File: src/rtl/float_point_divide_iter.sv
// Iterative IEEE-754 single-precision divider: restoring radix-2, one quotient bit per clock.
// Optional round-to-nearest-even when FPD_ROUND_EN is defined; otherwise the quotient is truncated.
module float_point_divide_iter #(
  parameter int QBITS    = 27,
  parameter int EXP_BIAS = 127
) (
  input  logic        clk,
  input  logic        resetn,
  input  logic        iValid,
  input  logic [31:0] iA,
  input  logic [31:0] iB,
  output logic        oBusy,
  output logic        oDone,
  output logic [31:0] oZ
);

  typedef enum logic [1:0] {S_IDLE, S_DIV, S_NORM, S_DONE} state_t;

  state_t                  r_state;
  state_t                  w_state_nxt;
  logic                    w_accept;
  logic                    w_div_en;
  logic                    w_norm_en;
  logic                    w_done_en;

  logic                    r_sign;
  logic signed [9:0]       r_exp;
  logic [24:0]             r_rem;
  logic [23:0]             r_div;
  logic [QBITS-1:0]        r_q;
  logic [4:0]              r_cnt;
  logic                    r_zero_div;
  logic                    r_zero_dvd;
  logic                    r_inf_in;
  logic [22:0]             r_frac;
  logic                    r_busy;
  logic                    r_done;
  logic [31:0]             r_z;

  logic signed [9:0]       w_exp0;
  logic                    w_ge;
  logic [23:0]             w_diff;
  logic [24:0]             w_rem_nxt;
  logic [22:0]             w_frac;
  logic signed [9:0]       w_exp_n;
  logic [31:0]             w_z;

  // State register
  always_ff @(posedge clk or negedge resetn) begin
    if (!resetn) r_state <= S_IDLE;
    else         r_state <= w_state_nxt;
  end

  // Next-state logic
  always_comb begin
    w_state_nxt = r_state;
    case (r_state)
      S_IDLE:  if (iValid) w_state_nxt = S_DIV;
      S_DIV:   if (r_cnt == 5'(QBITS-1)) w_state_nxt = S_NORM;
      S_NORM:  w_state_nxt = S_DONE;
      S_DONE:  w_state_nxt = S_IDLE;
      default: w_state_nxt = S_IDLE;
    endcase
  end

  // Datapath strobes decoded from state
  always_comb begin
    w_accept  = 1'b0;
    w_div_en  = 1'b0;
    w_norm_en = 1'b0;
    w_done_en = 1'b0;
    case (r_state)
      S_IDLE:  w_accept  = iValid;
      S_DIV:   w_div_en  = 1'b1;
      S_NORM:  w_norm_en = 1'b1;
      S_DONE:  w_done_en = 1'b1;
      default: ;
    endcase
  end

  assign w_exp0 = $signed({2'b00, iA[30:23]}) - $signed({2'b00, iB[30:23]})
                + $signed(10'(EXP_BIAS));

  // Remainder never exceeds 2*D, so the difference fits in 24 bits when R >= D.
  assign w_ge      = (r_rem >= {1'b0, r_div});
  assign w_diff    = r_rem[23:0] - r_div;
  assign w_rem_nxt = w_ge ? {w_diff, 1'b0} : {r_rem[23:0], 1'b0};

`ifdef FPD_ROUND_EN
  logic w_g;
  logic w_s;
`endif

  // Normalize: quotient lies in (0.5, 2); the hidden bit is dropped from the stored fraction.
  always_comb begin
    w_frac  = '0;
    w_exp_n = r_exp;
`ifdef FPD_ROUND_EN
    w_g = 1'b0;
    w_s = 1'b0;
`endif
    if (r_q[QBITS-1]) begin
      w_frac = r_q[QBITS-2 -: 23];
`ifdef FPD_ROUND_EN
      w_g = r_q[2];
      w_s = (|r_q[1:0]) | (r_rem != '0);
`endif
    end else begin
      w_frac  = r_q[QBITS-3 -: 23];
      w_exp_n = r_exp - 10'sd1;
`ifdef FPD_ROUND_EN
      w_g = r_q[1];
      w_s = r_q[0] | (r_rem != '0);
`endif
    end
`ifdef FPD_ROUND_EN
    if (w_g & (w_s | w_frac[0])) begin
      if (&w_frac) begin
        w_frac  = '0;
        w_exp_n = w_exp_n + 10'sd1;
      end else begin
        w_frac = w_frac + 23'd1;
      end
    end
`endif
  end

  // Special-case resolution in priority order
  always_comb begin
    if (r_zero_div)             w_z = {r_sign, 8'hFF, 23'h0};
    else if (r_zero_dvd)        w_z = {r_sign, 31'h0};
    else if (r_inf_in)          w_z = {r_sign, 8'hFF, 23'h0};
    else if (r_exp >= 10'sd255) w_z = {r_sign, 8'hFF, 23'h0};
    else if (r_exp <= 10'sd0)   w_z = {r_sign, 31'h0};
    else                        w_z = {r_sign, r_exp[7:0], r_frac};
  end

  always_ff @(posedge clk or negedge resetn) begin
    if (!resetn) begin
      r_sign     <= 1'b0;
      r_exp      <= '0;
      r_rem      <= '0;
      r_div      <= '0;
      r_q        <= '0;
      r_cnt      <= '0;
      r_zero_div <= 1'b0;
      r_zero_dvd <= 1'b0;
      r_inf_in   <= 1'b0;
      r_frac     <= '0;
      r_busy     <= 1'b0;
      r_done     <= 1'b0;
      r_z        <= '0;
    end else begin
      if (w_accept) begin
        r_sign     <= iA[31] ^ iB[31];
        r_exp      <= w_exp0;
        r_rem      <= {2'b01, iA[22:0]};
        r_div      <= {1'b1, iB[22:0]};
        r_q        <= '0;
        r_cnt      <= '0;
        r_zero_div <= (iB[30:23] == 8'h00);
        r_zero_dvd <= (iA[30:23] == 8'h00);
        r_inf_in   <= (iA[30:23] == 8'hFF) | (iB[30:23] == 8'hFF);
      end
      if (w_div_en) begin
        r_q   <= {r_q[QBITS-2:0], w_ge};
        r_rem <= w_rem_nxt;
        r_cnt <= r_cnt + 5'd1;
      end
      if (w_norm_en) begin
        r_frac <= w_frac;
        r_exp  <= w_exp_n;
      end
      if (w_done_en) r_z <= w_z;
      r_done <= w_done_en;
      if (w_accept)       r_busy <= 1'b1;
      else if (w_done_en) r_busy <= 1'b0;
    end
  end

  assign oBusy = r_busy;
  assign oDone = r_done;
  assign oZ    = r_z;

endmodule
File: config.mk
export PLATFORM = sky130hd
export DESIGN_NAME = float_point_divide_iter
export DESIGN_NICKNAME = d
export VERILOG_FILES = /design/src/rtl/float_point_divide_iter.sv
export SDC_FILE = /design/constraint.sdc
export NUM_CORES = 1
export LEC_CHECK = 0
export ABC_AREA = 1
export BUFFER_PORTS_ARGS = -buffer_cell sky130_fd_sc_hd__buf_2
export CORE_MARGIN = 1.5
export CORE_UTILIZATION = 60
export CTS_BUF_LIST = sky130_fd_sc_hd__clkbuf_2 sky130_fd_sc_hd__clkbuf_4 sky130_fd_sc_hd__clkbuf_8
export DETAILED_ROUTE_END_ITERATION = 10
export GPL_TIMING_DRIVEN = 0
export HOLD_SLACK_MARGIN = 0.02
export PLACE_DENSITY = 0.81
export SYNTH_ARGS = -nofsm -noshare
export SYNTH_HDL_FRONTEND = slang
export SYNTH_SLANG_ARGS = --single-unit
File: constraint.sdc
create_clock -name clk -period 2.6 [get_ports clk]
set_input_delay 0.39 -clock clk [delete_from_list [all_inputs] [get_ports clk]]
set_output_delay 0.39 -clock clk [all_outputs]
set_load 0.005 [all_outputs]
# ---- After elaboration in Yosys (flattened, before gate mapping)
# Cells that the tools add are included.
dict set report totals {
  ff_bits 154
  latch_bits 0
  ramBits 0
  mem_bits_ro 0
  input_bits 67
  output_inout_bits 34
  word_cells 66
  memories 0
}
dict set report op_classes {
  addsub 5
  multipliers 0
  div_mod_pow 0
  n_lt_le_gt_ge 3
  eq_ne 9
  shift 0
  muxes 25
  bitwise 2
  n_reduce_logical 8
}
# cell n
set op_table {}
lappend op_table {{$mux 31} 5}
lappend op_table {{$mux 25} 3}
lappend op_table {{$mux 27} 2}
lappend op_table {{$mux 10} 3}
lappend op_table {{$ge 25x24->1} 1}
lappend op_table {{$sub 24x24->24} 1}
lappend op_table {{$mux 23} 1}
lappend op_table {{$eq 8x8->1 const B} 2}
lappend op_table {{$logic_not 8->1} 2}
lappend op_table {{$add 9x8->10 const B} 1}
lappend op_table {{$ge 10x9->1 const B} 1}
lappend op_table {{$le 10x1->1 const B} 1}
lappend op_table {{$mux 5} 2}
lappend op_table {{$sub 10x2->10 const B} 1}
lappend op_table {{$sub 8x8->9} 1}
lappend op_table {{$pmux 2 s4} 1}
lappend op_table {{$mux 1} 6}
lappend op_table {{$ne 2x2->1 const B} 3}
lappend op_table {{$reduce_bool 2->1} 3}
lappend op_table {{$add 5x1->5 const B} 1}
lappend op_table {{$eq 5x5->1 const B} 1}
lappend op_table {{$eq 2x2->1 const B} 2}
lappend op_table {{$mux 2} 2}
lappend op_table {{$reduce_and 2->1} 2}
lappend op_table {{4 further kinds} 4}

# ---- Logic depth before layout (Yosys ltp)
# Gate-level depths: netlist of the first run.
dict set report depth {
  word_depth 6
  ltp_mapped 17
  depth_no_buf 17
}

# ---- Worst setup path before layout of the first run
# No wires, ideal clock.
dict set report synth_timing {
  kind {flip-flop to flip-flop}
  from {register r_rem[2]}
  to {register r_rem[5]}
  setup_ns 0.113
  arrival_time_ns 1.812
  required_ns 2.487
  path_slack_ns 0.676
  path_stages_with_launch 15
  path_buffers 1
  synth_period_minus_slack_ns 1.924
  cell_sequence {dfrtp_1 -> ha_1 -> nand2_1 -> nand2_1 -> nand2_1 -> nand3_2 -> nand2_1 -> nand2_2 -> nand2_2 -> nand3_2 -> buf_6 -> o21ai_0 -> nand2_1 -> nand2_1 -> inv_1}
}
dict set report synth_between {
  elab_chain_cells 3
  word_cells_on_any_way 4
  cone_classes {1 x add/sub; 1 x order compare; 2 x mux}
}
# element line
set synth_lines {}
lappend synth_lines {{from (decl)} 28} ;# logic [24:0] r_rem;
lappend synth_lines {{from (signal assigned)} 157} ;# r_rem <= {2'b01, iA[22:0]};
lappend synth_lines {{from (signal assigned)} 167} ;# r_rem <= w_rem_nxt;
lappend synth_lines {{$sub 24x24->24 or $ge 25x24->1 (tied branches)} {86, 85}}
lappend synth_lines {{$mux 25 *} 87} ;# assign w_rem_nxt = w_ge ? {w_diff, 1'b0} : {r_rem[23:0], 1'b0};
lappend synth_lines {{$mux 25 *} 165} ;# if (w_div_en) begin
# Mark *: on every way between the ends. The rest lies on a longest branch, timed or not.
# A chain may end at the register's enable or synchronous reset.

# ---- Worst setup path after layout of the first run
dict set report layout_timing {
  from {register r_rem[16]}
  to {register r_rem[16]}
}
dict set report layout_between {
  elab_chain_cells 3
}
# element line
set layout_lines {}
lappend layout_lines {{$ge 25x24->1} 85} ;# assign w_ge = (r_rem >= {1'b0, r_div});
lappend layout_lines {{$mux 25} 87}
lappend layout_lines {{$mux 25} 165}
# No other way between the ends.

==> flow_metrics.env, run 1 <==
export IMPL_synth_xor_area_share_pct=1.52
export IMPL_final_period_utilization_pct=96.5
export IMPL_count_of_final_max_slew_check_failures=0
export IMPL_first_pass_iters=7
export IMPL_use_met1_pct=48.3
export IMPL_critical_path_top_cell_by_count="sky130_fd_sc_hd__nand2_1"
export IMPL_gpl_final_weighted_congestion=0.949
export IMPL_holdWs_ns=0.119
export IMPL_slowest_stage="sky130_fd_sc_hd__dfrtp_1"
export IMPL_grt_use_met3_pct=4.90
export IMPL_synthesis_nets=1378
export IMPL_grt_setup_unrepaired="false"
export IMPL_postSynth_asyncResetShare_pct=100
export IMPL_startpoint_type="flip-flop"
export IMPL_yosys_area_share_adder_pct=6.17
export IMPL_max_cap_violations=0
export IMPL_fp_dieArea_um2=16200
export IMPL_power_leakage_nw=5.46
export IMPL_clock_edge_transition_at_the_registers_on_the_reported_setup_and_hold_paths_ns=0.10
export IMPL_grt_remaining_overflow=0
export IMPL_finalSetupViolations=0
export IMPL_synth_top_cell_area_share_pct=41.7
export IMPL_grt_busiest_layer="met2"
export IMPL_worst_setup_path_end_kind="flip-flop"
export IMPL_globalRouteTotalUtil_pct=32.9
export IMPL_power_density_normalized_to_cell_area_nw_per_um2=1410
export IMPL_worst_skew_pair_late_latency_ns=0.47
export IMPL_grt_first_pass_wirelength_um=41400
export IMPL_fin_skew_ns=0.0202
export IMPL_rows=45
export IMPL_syn_instance_count=1266
export IMPL_use_met2_pct=50.2
export IMPL_average_routed_wire_per_standard_cell_um=16.0
export IMPL_postRouteAntennaNets=0
export IMPL_status="finished, final reports clean"
export IMPL_tritoncts="yes"
export IMPL_starting_utilization_of_the_core_area_pct=61.0
export IMPL_finish_instance_area_um2=10500
export IMPL_min_delay_path_depth=3
export IMPL_grt_pass1_vias=8215
export IMPL_synth_mux_area_share_pct=0.108
export IMPL_postRouteWirelength_um=25300
export IMPL_cp_num_cells=12
export IMPL_syn_avg_cell_area_um2=7.30
export IMPL_setup_total_negative_slack_ns=0
export IMPL_io_buf_count=100
export IMPL_ranking_of_synthesized_cells_by_area="sky130_fd_sc_hd__dfrtp_1 (42%), sky130_fd_sc_hd__nand2_1 (13%), sky130_fd_sc_hd__inv_1 (8.9%)"
export IMPL_synth_largest_area_cell="sky130_fd_sc_hd__dfrtp_1"
export IMPL_min_delay_path_class="input port to flip-flop"
export IMPL_reg2regPathDepth=12
export IMPL_worst_setup_path_category="flip-flop to flip-flop"
export IMPL_period_needed_ns=2.51
export IMPL_dp_hpwl_um=19000
export IMPL_nets=1499
export IMPL_hold_viol_final=0
export IMPL_core_region_area_um2=15100
export IMPL_synth_top_family_by_area="simple AND/OR/NAND/NOR gates"
export IMPL_normalized_max_slew_margin_pct=47.9
export IMPL_synth_seq_area_share_pct=41.7
export IMPL_maximum_number_of_pins_on_one_net_before_global_route_repair=92
export IMPL_worst_endpoint_required_ns=2.97
export IMPL_mappedNetlistArea_um2=9250
export IMPL_cp_max_fo=10
export IMPL_timing_critical_path_cells="ha_1 > a21oi_1 > nand2_1 > inv_1 > nand2_1 > a21oi_4 > nand3_2 > buf_4 > nand3_1 > nand3_1 > nand2_1 > inv_1"
export IMPL_final_cell_count_no_fill=1589
export IMPL_dp_cells=1555
export IMPL_synthDistinctLibCells=42
export IMPL_synthesis_yosys_warnings=0
export IMPL_share_of_the_synthesized_area_in_compound_gates_ao_oa_aoi_oai_pct=15.7
export IMPL_upper_clock_frequency_limit_ghz=0.399
export IMPL_synth_simple_gate_area_share_pct=23.8
export IMPL_number_of_antenna_violations_at_the_first_check_in_global_routing=1
export IMPL_cts_sinks=154
export IMPL_worst_slew_pin_transition_ns=0.782
export IMPL_critical_path_n_buffers_inverters=3
export IMPL_synthToLayoutAreaGrowth_pct=13.5
export IMPL_clock_path_buffers=2
export IMPL_cts_inserted_buffers=17
export IMPL_fp_dieW_um=127
export IMPL_detailroute_via_count=8775
export IMPL_detail_route_iter0_violations=758
export IMPL_ir_drop_uv=726
export IMPL_placed_instance_area_um2=10000
export IMPL_drt_vias_per_instance=5.52
export IMPL_cp_top_family="simple AND/OR/NAND/NOR gates"
export IMPL_nFillCells=1300
export IMPL_synth_ff_latch_count=154
export IMPL_ioPinCount=101
export IMPL_cts_htree_levels=4
export IMPL_dieHeight_um=127
export IMPL_crit_arrival_ns=2.88
export IMPL_root_buffer="sky130_fd_sc_hd__clkbuf_8"
export IMPL_share_of_final_layout_standard_cells_stronger_than_drive_strength_1_pct=11.8
export IMPL_synth_edf_count=0
export IMPL_ys_dominant_reg_cell="sky130_fd_sc_hd__dfrtp_1"
export IMPL_cpPeakStageDelay_ns=0.39
export IMPL_drt_drc_violations_left=0
Yosys cell counts, types with 5 or more instances:
master,count
sky130_fd_sc_hd__nand2_2,6
sky130_fd_sc_hd__nand4_1,27
sky130_fd_sc_hd__nor3_1,10
sky130_fd_sc_hd__nand3b_1,7
sky130_fd_sc_hd__o21ai_0,139
sky130_fd_sc_hd__ha_1,44
sky130_fd_sc_hd__o21bai_1,5
sky130_fd_sc_hd__nor2_1,73
sky130_fd_sc_hd__inv_1,218
sky130_fd_sc_hd__nor2_2,5
sky130_fd_sc_hd__a21oi_1,75
sky130_fd_sc_hd__xnor2_1,10
sky130_fd_sc_hd__clkbuf_1,29
sky130_fd_sc_hd__dfrtp_1,154
sky130_fd_sc_hd__nand2_1,318
sky130_fd_sc_hd__xor2_1,6
sky130_fd_sc_hd__buf_1,7
sky130_fd_sc_hd__o22ai_1,31
sky130_fd_sc_hd__buf_2,5
sky130_fd_sc_hd__nand3_1,57
kinds of logic after synthesis:
family	count (synthesis)
adders and majority gates	45
xor gates and xnor gates	16
and+or+nand+nor	517
buffers and inverters	264
AOI/OAI and AO/OA	269
muxes	1
DFF	154
cells in the final DEF, fill, tap and decap left out, types with 7 or more instances in the layout:
cell type                  count
sky130_fd_sc_hd__a21oi_1      75
sky130_fd_sc_hd__buf_1         7
sky130_fd_sc_hd__buf_2       104
sky130_fd_sc_hd__clkbuf_1     29
sky130_fd_sc_hd__clkbuf_8     17
sky130_fd_sc_hd__dfrtp_1     154
sky130_fd_sc_hd__ha_1         43
sky130_fd_sc_hd__inv_1       218
sky130_fd_sc_hd__nand2_1     318
sky130_fd_sc_hd__nand3_1      57
sky130_fd_sc_hd__nand3b_1      7
sky130_fd_sc_hd__nand4_1      27
sky130_fd_sc_hd__nor2_1       72
sky130_fd_sc_hd__nor3_1       10
sky130_fd_sc_hd__o21ai_0     139
sky130_fd_sc_hd__o22ai_1      31
sky130_fd_sc_hd__xnor2_1      10
flip-flops by register name (all words and copies together), names as in the netlist:
| signal | count |
|---|---|
| r_exp | 10 |
| r_div | 24 |
| oZ | 32 |
| r_frac | 23 |
| r_rem | 25 |
| oBusy | 1 |
| r_state | 2 |
| r_cnt | 5 |
| oDone | 1 |
| r_inf_in | 1 |
| r_zero_dvd | 1 |
| r_sign | 1 |
| r_zero_div | 1 |
| r_q | 27 |
metrics by stage:
stage | total power [W] | utilization (%) | setup WS, ns
CTS | 0.0146 | 69.2 | 0.00501
global route | 0.0162 | 69.3 | 0.0141
global placement | 0.0124 | 65.9 | -1.12
floorplan | 0.0101 | - | 0.676
finish | 0.0148 | 69.3 | 0.0909
detailed placement | 0.0126 | 66.1 | 0.0430
power by group:
| group | total, W | leakage, nW | switching, W | internal [W] |
|---|---|---|---|---|
| Sequential | 0.00388 | 1.97 | 0.000556 | 0.00333 |
| Combinational | 0.00888 | 3.27 | 0.00592 | 0.00296 |
| Clock | 0.00204 | 0.227 | 0.00111 | 0.000930 |
| Total | 0.0148 | 5.46 | 0.00758 | 0.00722 |
worst reg2reg max path, cell delays in order, from the launching register on:
cell,delay [ns]
sky130_fd_sc_hd__dfrtp_1,0.39
sky130_fd_sc_hd__ha_1,0.39
sky130_fd_sc_hd__a21oi_1,0.31
sky130_fd_sc_hd__nand2_1,0.16
sky130_fd_sc_hd__inv_1,0.07
sky130_fd_sc_hd__nand2_1,0.11
sky130_fd_sc_hd__a21oi_4,0.27
sky130_fd_sc_hd__nand3_2,0.15
sky130_fd_sc_hd__buf_4,0.21
sky130_fd_sc_hd__nand3_1,0.11
sky130_fd_sc_hd__nand3_1,0.09
sky130_fd_sc_hd__nand2_1,0.10
sky130_fd_sc_hd__inv_1,0.04
final cells by class:
cell class	instances	area, µm²	area share, %
multi-input cells	848	4390	41.8
clock inverters	15	221	2.11
flip-flops and latches	154	3850	36.7
clock buffers	17	234	2.23
plain buffers	45	194	1.85
repair buffers	102	544	5.19
diodes	1	2.50	0.0238
well taps	188	235	2.24
inverters	219	826	7.87
timing repair:
item / 4_1_cts / 5_1_grt
gates resized for setup: 1 / 3
hold buffers: 1 / 0
endpoints found under the setup margin: 1 / 22
hold endpoints to repair: 63 / 0
buffers inserted: 0 / 0
path summary, 6_finish.rpt:
path                            slack [ns]                    end                  start
min in group asynchronous             0.48  r_rem[19]$_DFFE_PN0P_                 resetn
worst min register to register        0.47      oBusy$_DFFE_PN0P_      oBusy$_DFFE_PN0P_
worst min-delay path                  0.12   r_div[8]$_DFFE_PN0P_                  iB[8]
worst max register to register        0.09  r_rem[16]$_DFFE_PN0P_  r_rem[16]$_DFFE_PN0P_
max in group asynchronous             1.25     r_q[8]$_DFFE_PN0P_                 resetn
worst max-delay path                  0.09  r_rem[16]$_DFFE_PN0P_  r_rem[16]$_DFFE_PN0P_
per-layer routing:
layer  up-vias  wire [µm]
li1       4318          -
met2       300      11000
met5         -          0
met3        48       1620
met1      4109      12100
met4         0        701
Power figures use the tool's default switching activity.
==> run 2: changes to the inputs <==
--- a/config.mk
+++ b/config.mk
@@ -14,6 +14,7 @@
 export GPL_TIMING_DRIVEN = 0
 export HOLD_SLACK_MARGIN = 0.02
 export PLACE_DENSITY = 0.81
+export SETUP_SLACK_MARGIN = 0.15
 export SYNTH_ARGS = -nofsm -noshare
 export SYNTH_HDL_FRONTEND = slang
 export SYNTH_SLANG_ARGS = --single-unit
==> run 2 against run 1 <==
Compared with the run above:
- count of clock-buffer cells in the layout is the same
- final area grew 1.0%
- die area is the same
- critical path depth grew 2
- clock power is essentially flat
- first-iteration DRC count grew 6.5%
- sequential power is essentially flat
==> flow_metrics.env, run 2 (synthesized netlist as in run 1, its figures left out) <==
export IMPL_status="finished, final reports clean"
export IMPL_crit_arrival_ns=2.78
export IMPL_reg2reg_to="r_rem[16]$_DFFE_PN0P_"
export IMPL_rows=45
export IMPL_share_of_final_layout_standard_cells_stronger_than_drive_strength_1_pct=13.4
export IMPL_tritoncts="yes"
export IMPL_fin_skew_ns=0.0203
export IMPL_power_leakage_nw=5.50
export IMPL_clock_path_buffers=2
export IMPL_drt_vias_per_instance=5.53
export IMPL_fp_dieW_um=127
export IMPL_upper_clock_frequency_limit_ghz=0.414
export IMPL_hold_viol_final=0
export IMPL_final_common_cell="sky130_fd_sc_hd__nand2_1"
export IMPL_startpoint_type="flip-flop"
export IMPL_root_buffer="sky130_fd_sc_hd__clkbuf_8"
export IMPL_layout_cells_most_common_list="sky130_fd_sc_hd__nand2_1 (315), sky130_fd_sc_hd__inv_1 (218), sky130_fd_sc_hd__dfrtp_1 (154)"
export IMPL_max_cap_violations=0
export IMPL_globalRouteTotalUtil_pct=32.9
export IMPL_dieHeight_um=127
export IMPL_worst_setup_path_end_kind="flip-flop"
export IMPL_dp_cells=1555
export IMPL_cts_htree_levels=4
export IMPL_r2r_setup_slack_ns=0.19
export IMPL_number_of_antenna_violations_at_the_first_check_in_global_routing=1
export IMPL_ir_drop_uv=728
export IMPL_first_pass_iters=5
export IMPL_synthToLayoutAreaGrowth_pct=14.7
export IMPL_average_routed_wire_per_standard_cell_um=16.1
export IMPL_cts_sinks=154
export IMPL_gpl_final_weighted_congestion=0.949
export IMPL_detailroute_via_count=8808
export IMPL_dp_hpwl_um=19000
export IMPL_largest_register_ffs=32
export IMPL_grt_pass1_vias=8215
export IMPL_worst_skew_pair_late_latency_ns=0.47
export IMPL_power_total_w=0.0151
export IMPL_reg2regPathDepth=14
export IMPL_reg2reg_from="r_rem[15]$_DFFE_PN0P_"
export IMPL_normalized_max_slew_margin_pct=49.6
export IMPL_clock_edge_transition_at_the_registers_on_the_reported_setup_and_hold_paths_ns=0.11
export IMPL_postRouteWirelength_um=25600
export IMPL_final_period_utilization_pct=92.9
export IMPL_core_region_area_um2=15100
export IMPL_nets=1503
export IMPL_cp_max_fo=10
export IMPL_nFillCells=1282
export IMPL_period_needed_ns=2.41
export IMPL_grt_setup_unrepaired="true"
export IMPL_ioPinCount=101
export IMPL_maximum_number_of_pins_on_one_net_before_global_route_repair=92
export IMPL_timing_hold_worst_endpoint="r_div[8]$_DFFE_PN0P_"
export IMPL_count_of_final_max_slew_check_failures=0
export IMPL_final_cell_count_no_fill=1593
export IMPL_holdCritStartpoint="iB[8]"
export IMPL_grt_first_pass_wirelength_um=41400
export IMPL_power_density_normalized_to_cell_area_nw_per_um2=1420
export IMPL_finalSetupViolations=0
export IMPL_io_buf_count=100
export IMPL_worst_setup_path_category="flip-flop to flip-flop"
export IMPL_worst_slew_pin_transition_ns=0.756
export IMPL_grt_remaining_overflow=0
export IMPL_min_delay_path_depth=3
export IMPL_postRouteAntennaNets=0
export IMPL_detail_route_iter0_violations=807
export IMPL_drt_drc_violations_left=0
export IMPL_starting_utilization_of_the_core_area_pct=61.0
export IMPL_cts_inserted_buffers=17
export IMPL_worst_endpoint_required_ns=2.97
export IMPL_min_delay_path_class="input port to flip-flop"
export IMPL_fp_dieArea_um2=16200
==> run 2: report_power, final <==
group          switching, W  leakage [nW]  total (W)  internal [W]
sequential         0.000574          1.97    0.00390       0.00333
combinational       0.00600          3.30    0.00912       0.00312
clock               0.00111         0.227    0.00204      0.000930
==> run 2: worst max-delay path by stage <==
| stage | start | end | slack, ns |
|---|---|---|---|
| 5_1_grt | r_rem[11]$_DFFE_PN0P_ | r_rem[16]$_DFFE_PN0P_ | 0.1 |
| 6_report | r_rem[15]$_DFFE_PN0P_ | r_rem[16]$_DFFE_PN0P_ | 0.19 |
| 4_1_cts | r_rem[20]$_DFFE_PN0P_ | r_rem[16]$_DFFE_PN0P_ | 0.18 |
| 3_3_place_gp | resetn | oZ[6]$_DFFE_PN0P_ | -1.12 |
| 2_1_floorplan | r_rem[2]$_DFFE_PN0P_ | r_rem[5]$_DFFE_PN0P_ | 0.68 |
| 3_5_place_dp | r_state[0]$_DFFE_PN0P_ | r_q[11]$_DFFE_PN0P_ | 0.04 |
==> run 2: repair_timing <==
| action | CTS | global route |
|---|---|---|
| buffers inserted | 0 | 4 |
| endpoints found under the setup margin | 52 | 80 |
| gates resized for setup | 3 | 30 |
| hold endpoints to repair | 63 | 0 |
| pin swaps | 0 | 3 |
| hold buffers | 1 | 0 |
==> run 2: final cells by class <==
type / count / area, µm² / share of cell area, %
clock inverter: 15 / 221 / 2.09
buffer: 45 / 199 / 1.88
sequential: 154 / 3850 / 36.3
timing repair buffer: 106 / 574 / 5.41
tap: 188 / 235 / 2.22
inverter: 219 / 823 / 7.76
antenna: 1 / 2.50 / 0.0236
multi-input combinational: 848 / 4460 / 42.1
clock buffer: 17 / 234 / 2.21
==> run 2: through the flow <==
step | TNS, ns | hold slack (ns) | utilization, % | cell area, µm² | setup WS [ns]
after floorplan | 0 | 0.0944 | - | 9250 | 0.676
after global routing | 0 | 0.120 | 70.0 | 10600 | 0.0955
after CTS | 0 | 0.0949 | 69.3 | 10500 | 0.184
final | 0 | 0.118 | 70.0 | 10600 | 0.186
after detailed placement | 0 | 0.431 | 66.1 | 10000 | 0.0430
after global placement | -170.24 | 0.447 | 65.9 | 9980 | -1.12
==> run 2: critical path, stage by stage (launching register included) <==
cell                      delay [ns]
sky130_fd_sc_hd__dfrtp_1        0.42
sky130_fd_sc_hd__ha_2           0.34
sky130_fd_sc_hd__nand2_1        0.10
sky130_fd_sc_hd__inv_1          0.08
sky130_fd_sc_hd__nand2_1        0.07
sky130_fd_sc_hd__nand2_1        0.09
sky130_fd_sc_hd__inv_1          0.07
sky130_fd_sc_hd__nand2_1        0.11
sky130_fd_sc_hd__a21oi_4        0.30
sky130_fd_sc_hd__nand3_2        0.15
sky130_fd_sc_hd__buf_4          0.20
sky130_fd_sc_hd__nand3_1        0.12
sky130_fd_sc_hd__nand3_1        0.12
sky130_fd_sc_hd__nand2_1        0.11
sky130_fd_sc_hd__inv_1          0.04
==> run 2: layer usage <==
layer	global-route usage [%]	up-vias	wire, µm
li1	-	4332	-
met1	48.3	4136	12300
met2	50.2	292	11100
met3	4.90	48	1520
met4	11.0	0	640
met5	0	-	0
